--- config.mk ---
export PLATFORM = sky130hd
export DESIGN_NAME = ma_stage
export DESIGN_NICKNAME = d
export VERILOG_FILES = /design/src/rtl/rv_mem_pkg.sv /design/src/rtl/ld_align.sv /design/src/rtl/ma_stage.sv
export SDC_FILE = /design/constraint.sdc
export NUM_CORES = 1
export LEC_CHECK = 0
export ABC_AREA = 1
export CORE_MARGIN = 8
export CORE_UTILIZATION = 47
export DETAILED_ROUTE_END_ITERATION = 12
export GPL_TIMING_DRIVEN = 0
export PLACE_DENSITY = 0.79
export SLEW_MARGIN = 20
export SYNTH_ARGS = -nofsm -noshare
export SYNTH_HDL_FRONTEND = slang
export SYNTH_HIERARCHICAL = 1
export SYNTH_SLANG_ARGS = --single-unit
--- constraint.sdc ---
create_clock -name clk -period 1.41 [get_ports clk]
set_input_delay 0.282 -clock clk [delete_from_list [all_inputs] [get_ports clk]]
set_output_delay 0.282 -clock clk [all_outputs]
set_load 0.01 [all_outputs]
--- src/rtl/rv_mem_pkg.sv ---
// rv_mem_pkg: constants shared by the RV32I memory-access stage.
//   - funct3 load/store size codes (B, H, W, BU, HU)
//   - state encoding for the MA bus-access FSM (IDLE, REQ, DONE)
package rv_mem_pkg;

  localparam logic [2:0] F3_B  = 3'b000;
  localparam logic [2:0] F3_H  = 3'b001;
  localparam logic [2:0] F3_W  = 3'b010;
  localparam logic [2:0] F3_BU = 3'b100;
  localparam logic [2:0] F3_HU = 3'b101;

  typedef enum logic [1:0] {
    MA_IDLE = 2'd0,
    MA_REQ  = 2'd1,
    MA_DONE = 2'd2
  } ma_state_e;

endpackage

--- src/rtl/ld_align.sv ---
// ld_align: combinational load-data alignment for RV32I loads.
// Ports:
//   word   in  32 : raw word read from data memory
//   adr    in   2 : low effective-address bits (byte lane select)
//   code   in   3 : funct3 load code (B/H/W/BU/HU)
//   result out 32 : selected byte/halfword, sign- or zero-extended
module ld_align
  import rv_mem_pkg::*;
(
  input  logic [31:0] word,
  input  logic [1:0]  adr,
  input  logic [2:0]  code,
  output logic [31:0] result
);

  logic [7:0]  byte_sel;
  logic [15:0] half_sel;

  always_comb begin
    case (adr)
      2'd0:    byte_sel = word[7:0];
      2'd1:    byte_sel = word[15:8];
      2'd2:    byte_sel = word[23:16];
      default: byte_sel = word[31:24];
    endcase
    // Halfword lane picked by adr[1] only; adr[0] is ignored for halves.
    half_sel = adr[1] ? word[31:16] : word[15:0];

    case (code)
      F3_B:    result = {{24{byte_sel[7]}}, byte_sel};
      F3_BU:   result = {24'h0, byte_sel};
      F3_H:    result = {{16{half_sel[15]}}, half_sel};
      F3_HU:   result = {16'h0, half_sel};
      default: result = word;
    endcase
  end

endmodule

--- src/rtl/ma_stage.sv ---
// ma_stage: RV32I memory-access pipeline stage.
// Drives a single-outstanding req/ack data bus, requests a pipeline hold
// while an access is in flight, aligns load data and registers the
// write-back bundle plus two forwarding taps.
// Ports:
//   clk, rst_n                    : clock, async active-low reset
//   cmd_ld_ma/cmd_st_ma           : load/store present in MA
//   rd_adr_ma, rd_data_ma         : dest register, ALU result / eff. address
//   st_data_ma, ldst_code_ma      : store data, funct3 size code
//   wbk_rd_reg_ma                 : register write enable
//   stall                         : global stall (includes ma_stall_req)
//   ma_stall_req                  : combinational hold request
//   dmem_req/we/adr/be/wdata      : registered bus request fields
//   dmem_ack, dmem_rdata          : completion strobe, read data
//   rd_adr_wb, wbk_rd_reg_wb      : registered write-back bundle
//   wbk_data_wb, wbk_data_wb2     : write-back data and its one-step delay
//   ma_misalign                   : misalign pulse (MA_MISALIGN_TRAP_EN only)
// Configuration macro: MA_MISALIGN_TRAP_EN enables misaligned-access trapping.
module ma_stage
  import rv_mem_pkg::*;
(
  input  logic        clk,
  input  logic        rst_n,
  input  logic        cmd_ld_ma,
  input  logic        cmd_st_ma,
  input  logic [4:0]  rd_adr_ma,
  input  logic [31:0] rd_data_ma,
  input  logic [31:0] st_data_ma,
  input  logic [2:0]  ldst_code_ma,
  input  logic        wbk_rd_reg_ma,
  input  logic        stall,
  output logic        ma_stall_req,
  output logic        dmem_req,
  output logic        dmem_we,
  output logic [29:0] dmem_adr,
  output logic [3:0]  dmem_be,
  output logic [31:0] dmem_wdata,
  input  logic        dmem_ack,
  input  logic [31:0] dmem_rdata,
  output logic [4:0]  rd_adr_wb,
  output logic        wbk_rd_reg_wb,
  output logic [31:0] wbk_data_wb,
  output logic [31:0] wbk_data_wb2
`ifdef MA_MISALIGN_TRAP_EN
  ,
  output logic        ma_misalign
`endif
);

  ma_state_e   state_q, state_d;
  logic        req_q, req_d;
  logic        we_q, we_d;
  logic [29:0] adr_q, adr_d;
  logic [3:0]  be_q, be_d;
  logic [31:0] wdata_q, wdata_d;
  logic [31:0] ld_buf_q, ld_buf_d;
  logic [4:0]  rd_adr_wb_q, rd_adr_wb_d;
  logic        wen_wb_q, wen_wb_d;
  logic [31:0] wb_data_q, wb_data_d;
  logic [31:0] wb_data2_q, wb_data2_d;

  logic        mem_op;
  logic        misalign;
  logic [3:0]  be_calc;
  logic [31:0] wdata_calc;
  logic [31:0] ld_aligned;

  ld_align u_ld_align (
    .word   (ld_buf_q),
    .adr    (rd_data_ma[1:0]),
    .code   (ldst_code_ma),
    .result (ld_aligned)
  );

  assign mem_op = cmd_ld_ma | cmd_st_ma;

`ifdef MA_MISALIGN_TRAP_EN
  always_comb begin
    misalign = 1'b0;
    if (mem_op && state_q == MA_IDLE) begin
      case (ldst_code_ma)
        F3_H, F3_HU: misalign = rd_data_ma[0];
        F3_W:        misalign = |rd_data_ma[1:0];
        default:     misalign = 1'b0;
      endcase
    end
  end
  assign ma_misalign = misalign;
`else
  assign misalign = 1'b0;
`endif

  // Held low in DONE so the pipeline advances exactly once per access.
  assign ma_stall_req = mem_op & (state_q != MA_DONE) & ~misalign;

  always_comb begin
    case (ldst_code_ma[1:0])
      2'b00: begin
        be_calc    = 4'b0001 << rd_data_ma[1:0];
        wdata_calc = {4{st_data_ma[7:0]}};
      end
      2'b01: begin
        be_calc    = 4'b0011 << {rd_data_ma[1], 1'b0};
        wdata_calc = {2{st_data_ma[15:0]}};
      end
      default: begin
        be_calc    = 4'b1111;
        wdata_calc = st_data_ma;
      end
    endcase
  end

  always_comb begin
    state_d  = state_q;
    req_d    = req_q;
    we_d     = we_q;
    adr_d    = adr_q;
    be_d     = be_q;
    wdata_d  = wdata_q;
    ld_buf_d = ld_buf_q;
    case (state_q)
      MA_IDLE: begin
        if (mem_op && !misalign) begin
          state_d = MA_REQ;
          req_d   = 1'b1;
          we_d    = cmd_st_ma;
          adr_d   = rd_data_ma[31:2];
          be_d    = be_calc;
          wdata_d = wdata_calc;
        end
      end
      MA_REQ: begin
        if (dmem_ack) begin
          state_d = MA_DONE;
          req_d   = 1'b0;
          if (cmd_ld_ma) ld_buf_d = dmem_rdata;
        end
      end
      MA_DONE: begin
        if (!stall) state_d = MA_IDLE;
      end
      default: state_d = MA_IDLE;
    endcase
  end

  always_comb begin
    rd_adr_wb_d = rd_adr_wb_q;
    wen_wb_d    = wen_wb_q;
    wb_data_d   = wb_data_q;
    wb_data2_d  = wb_data2_q;
    if (!stall) begin
      rd_adr_wb_d = rd_adr_ma;
      wen_wb_d    = wbk_rd_reg_ma & ~misalign;
      wb_data_d   = cmd_ld_ma ? ld_aligned : rd_data_ma;
      wb_data2_d  = wb_data_q;
    end
  end

  always_ff @(posedge clk or negedge rst_n) begin
    if (!rst_n) begin
      state_q     <= MA_IDLE;
      req_q       <= 1'b0;
      we_q        <= 1'b0;
      adr_q       <= '0;
      be_q        <= '0;
      wdata_q     <= '0;
      ld_buf_q    <= '0;
      rd_adr_wb_q <= '0;
      wen_wb_q    <= 1'b0;
      wb_data_q   <= '0;
      wb_data2_q  <= '0;
    end else begin
      state_q     <= state_d;
      req_q       <= req_d;
      we_q        <= we_d;
      adr_q       <= adr_d;
      be_q        <= be_d;
      wdata_q     <= wdata_d;
      ld_buf_q    <= ld_buf_d;
      rd_adr_wb_q <= rd_adr_wb_d;
      wen_wb_q    <= wen_wb_d;
      wb_data_q   <= wb_data_d;
      wb_data2_q  <= wb_data2_d;
    end
  end

  assign dmem_req      = req_q;
  assign dmem_we       = we_q;
  assign dmem_adr      = adr_q;
  assign dmem_be       = be_q;
  assign dmem_wdata    = wdata_q;
  assign rd_adr_wb     = rd_adr_wb_q;
  assign wbk_rd_reg_wb = wen_wb_q;
  assign wbk_data_wb   = wb_data_q;
  assign wbk_data_wb2  = wb_data2_q;

endmodule

==> impl_metrics.yaml <==
run_status:
  run_status: "finished with violations"
  violations: "negative setup slack"
detailed_routing:
  detail_route.wl_per_cell_um: 18.5
  drt-met1-wl_um: 11800
  routed-via-count: 8175
  routed_vias_inst: 5.28
  postRouteAntennaNets: 0
  drt_pass1_iterations: 7
  drc_errors: 0
  highest_signal_layer_in_the_routed_design: "met4"
  wl_met3_um: 2100
  wl_met2_um: 13800
  drt_iter0_markers: 685
  detail_route.wirelength_um: 28600
logic_synthesis:
  combined_area_of_all_synthesized_cells_um2: 8100
  synth-seq-cells: 172
  post-synth-top-area-cell: "sky130_fd_sc_hd__dfrtp_1"
  edff_count_synth: 0
  top_post_synthesis_cells_by_area: "sky130_fd_sc_hd__dfrtp_1, sky130_fd_sc_hd__nand2_1, sky130_fd_sc_hd__o21ai_0"
  synth.cells.most_frequent: "sky130_fd_sc_hd__nand2_1, sky130_fd_sc_hd__dfrtp_1, sky130_fd_sc_hd__inv_1, sky130_fd_sc_hd__o21ai_0, sky130_fd_sc_hd__nand3_1"
  ys_dominant_reg_cell: "sky130_fd_sc_hd__dfrtp_1"
  yosysSeqAreaShare_pct: 53.2
  synth.net_count: 1133
  synthCells: 1022
  yosysWarnings: 6
  ys_async_sr_fraction_pct: 100
  synth_most_common_cell: "sky130_fd_sc_hd__nand2_1"
  synth_largest_type_area_fraction_pct: 53.2
  syn_avg_cell_area_um2: 7.92
  post_synth_num_cell_types: 25
critical_path:
  worst_r2r_endpoint: "wbk_data_wb[8]"
  cp_max_fo: 10
  worstSetupPathType: "in -> reg"
  worst_setup_path_start_kind: "input pin"
  worst_ep_required_time_ps: 1720
  rrSetupSlack_ps: -150
  timing.critical_path.arrival_ps: 1870
  worst_r2r_path_depth: 7
  endpoint_kind: "flip-flop"
  timing.rr.start: "ld_buf_q[31]"
pwr:
  p_seq_share_pct: 37.9
  clkPwrFrac_pct: 23.1
  p_switching_mw: 8.04
  power_density_nw_per_um2: 1740
  total_leakage_power_nw: 6.14
  report.power.total_mw: 21.0
  cellInternalPower_mw: 12.9
  sw_ratio_pct: 38.3
  vdd_ir_drop_max_mv: 0.940
  power.combinational.fraction_pct: 39.0
placement:
  finalWeightedCongestion: 0.943
  port-buffer-count: 246
  pre_cts_slack_ps: -978
  dp_hpwl_um: 20900
sta:
  fin_skew_ps: 7.77
  slew-limit-headroom_pct: 45.3
  final.min_clock_period_ps: 1570
  setup_repair_after_global_routing_missed_its_margin: "true"
  report.final.setup_viol: 28
  fmax_ghz: 0.638
  setup_slack_ps: -158
  tightestPinTransition_ps: 821
  finalCritPeriodShare_pct: 111
  timing.final.hold_violations: 0
  final-max-slew-violation-count: 0
floorplanning:
  die_h_um: 147
  placement_rows: 48
  fp.dieW_um: 147
  io_pins: 250
  core_region_area_um2: 17100
  die_area_um2: 21700
  floorplan.initialDensity_pct: 47.5
grt:
  grt_pass1_vias: 7964
  gr-usage-all-layers_pct: 25.9
  grt_pass1_wl_um: 44300
  antenna_found_initial: 0
  grt_max_degree: 97
  global_route.overflow_total: 0
cts:
  clock_latency_ps: 440
  worst_setup_hold_path_clk_slew_ps: 70
  cts-root-to-sink-buffers: 2
  cts_tree: "yes"
  tritoncts.num_buffers: 17
  htree_levels: 4
  cts_root_buf: "sky130_fd_sc_hd__clkbuf_16"
  clock_sink_count: 172
cells_and_area:
  drive_above_1_share_pct: 13.8
  num-nets-final: 1420
  final_core_util_pct: 70.5
  diodes: 0
  layout-area-overhead-vs-synth_pct: 48.6
job:
  max-cap-violations: 0
hold_path:
  timing.hold.worst.class: "in -> reg"
  min-delay-start: "cmd_ld_ma"
  hold_depth: 3
  worst_hold_path_endpoint: "wbk_data_wb[30]"
==> power by group through the flow <==
stage	registers (mW)	clock network (mW)	logic, mW
after floorplan	8.29	0	3.31
after global placement	7.94	0	8.01
after detailed placement	7.98	0	8.21
after CTS	7.87	4.89	7.78
after global routing	8.13	5.14	8.97
final	7.95	4.84	8.19
==> worst max path at each step <==
stage	startpoint	endpoint	slack [ps]	depth (start not counted)
floorplan	rd_data_ma[0]	wbk_data_wb[31]	40	8
global placement	rst_n	dmem_adr[17]	-6970	1
detailed placement	rd_data_ma[0]	wbk_data_wb[10]	-980	9
CTS	ld_buf_q[15]	wbk_data_wb[8]	-120	10
global route	ld_buf_q[31]	wbk_data_wb[8]	-170	7
finish	rd_data_ma[0]	wbk_data_wb[8]	-160	10
==> stage by stage <==
stage	cell area (µm²)	hold WS [ps]	cells	TNS [ps]
3_5_place_dp	10900	288	1494	-50860
2_1_floorplan	8100	-13.6	1022	0
5_1_grt	12000	245	1547	-2240
4_1_cts	11700	229	1540	-496
6_report	12000	222	1547	-1330
3_3_place_gp	10800	454	1493	-1244690
==> what timing repair did <==
action / 4_1_cts / 5_1_grt
cloned: 3 / 0
buffers inserted: 10 / 7
endpoints found under the setup margin: 172 / 233
hold endpoints to repair: 76 / 0
gates resized for setup: 234 / 135
hold buffers: 1 / 0
pin swaps: 31 / 23
==> per-layer routing <==
layer  track usage, %  up-vias
li1                 -     3820
met4             10.2        0
met2             41.4      397
met1             33.8     3882
met3             5.32       76
met5                0        -
==> sequential cells by signal, indices dropped and copies added (netlist names) <==
| signal | count |
|---|---|
| dmem_wdata | 32 |
| ld_buf_q | 32 |
| wbk_data_wb2 | 32 |
| wbk_data_wb | 32 |
| dmem_adr | 30 |
| rd_adr_wb | 5 |
| dmem_be | 4 |
| state_q | 2 |
| dmem_req | 1 |
| dmem_we | 1 |
| wbk_rd_reg_wb | 1 |
==> critical path: stages <==
cell,delay [ps]
sky130_fd_sc_hd__clkdlybuf4s15_2,240
sky130_fd_sc_hd__buf_6,190
sky130_fd_sc_hd__nand2_4,110
sky130_fd_sc_hd__or2_4,300
sky130_fd_sc_hd__nand3_4,160
sky130_fd_sc_hd__buf_8,170
sky130_fd_sc_hd__buf_12,110
sky130_fd_sc_hd__nand3_4,60
sky130_fd_sc_hd__a21oi_4,170
sky130_fd_sc_hd__a22oi_1,80
==> cells in the final DEF, fill, tap and decap left out, types with 5 or more instances in the layout <==
cell type                         instances
sky130_fd_sc_hd__clkdlybuf4s15_1        109
sky130_fd_sc_hd__dlygate4sd2_1           28
sky130_fd_sc_hd__clkbuf_2                 6
sky130_fd_sc_hd__dfrtp_1                171
sky130_fd_sc_hd__inv_6                    6
sky130_fd_sc_hd__nand3_4                 17
sky130_fd_sc_hd__nor2_1                  26
sky130_fd_sc_hd__clkbuf_16               17
sky130_fd_sc_hd__o21ai_1                 21
sky130_fd_sc_hd__o21ai_0                 78
sky130_fd_sc_hd__buf_6                   17
sky130_fd_sc_hd__nand2_2                  5
sky130_fd_sc_hd__buf_2                   29
sky130_fd_sc_hd__a21oi_2                 23
sky130_fd_sc_hd__a22oi_1                 31
sky130_fd_sc_hd__nand3_2                 12
sky130_fd_sc_hd__nand2_1                427
sky130_fd_sc_hd__a21oi_1                  7
sky130_fd_sc_hd__clkbuf_1                15
sky130_fd_sc_hd__clkdlybuf4s50_1        102
sky130_fd_sc_hd__inv_1                   83
sky130_fd_sc_hd__nand3_1                 35
sky130_fd_sc_hd__buf_4                   16
==> cell type report <==
cell class | count | area, µm²
clock inverter | 14 | 175
timing repair buffer | 268 | 2630
clock buffer | 18 | 429
tap | 225 | 282
inverter | 88 | 333
buffer | 60 | 372
sequential | 172 | 4310
multi-input combinational | 702 | 3500
fill | 1359 | 5030
==> logic make-up (layout without fill, tap and decap cells) <==
group / Yosys count / in the layout / synth area share (%)
compound gates: 169 / 169 / 11.6
flops: 172 / 172 / 53.2
simple gates: 533 / 533 / 26.7
buf+inv: 148 / 448 / 8.50
No activity file was read; power rests on OpenSTA's default activity.
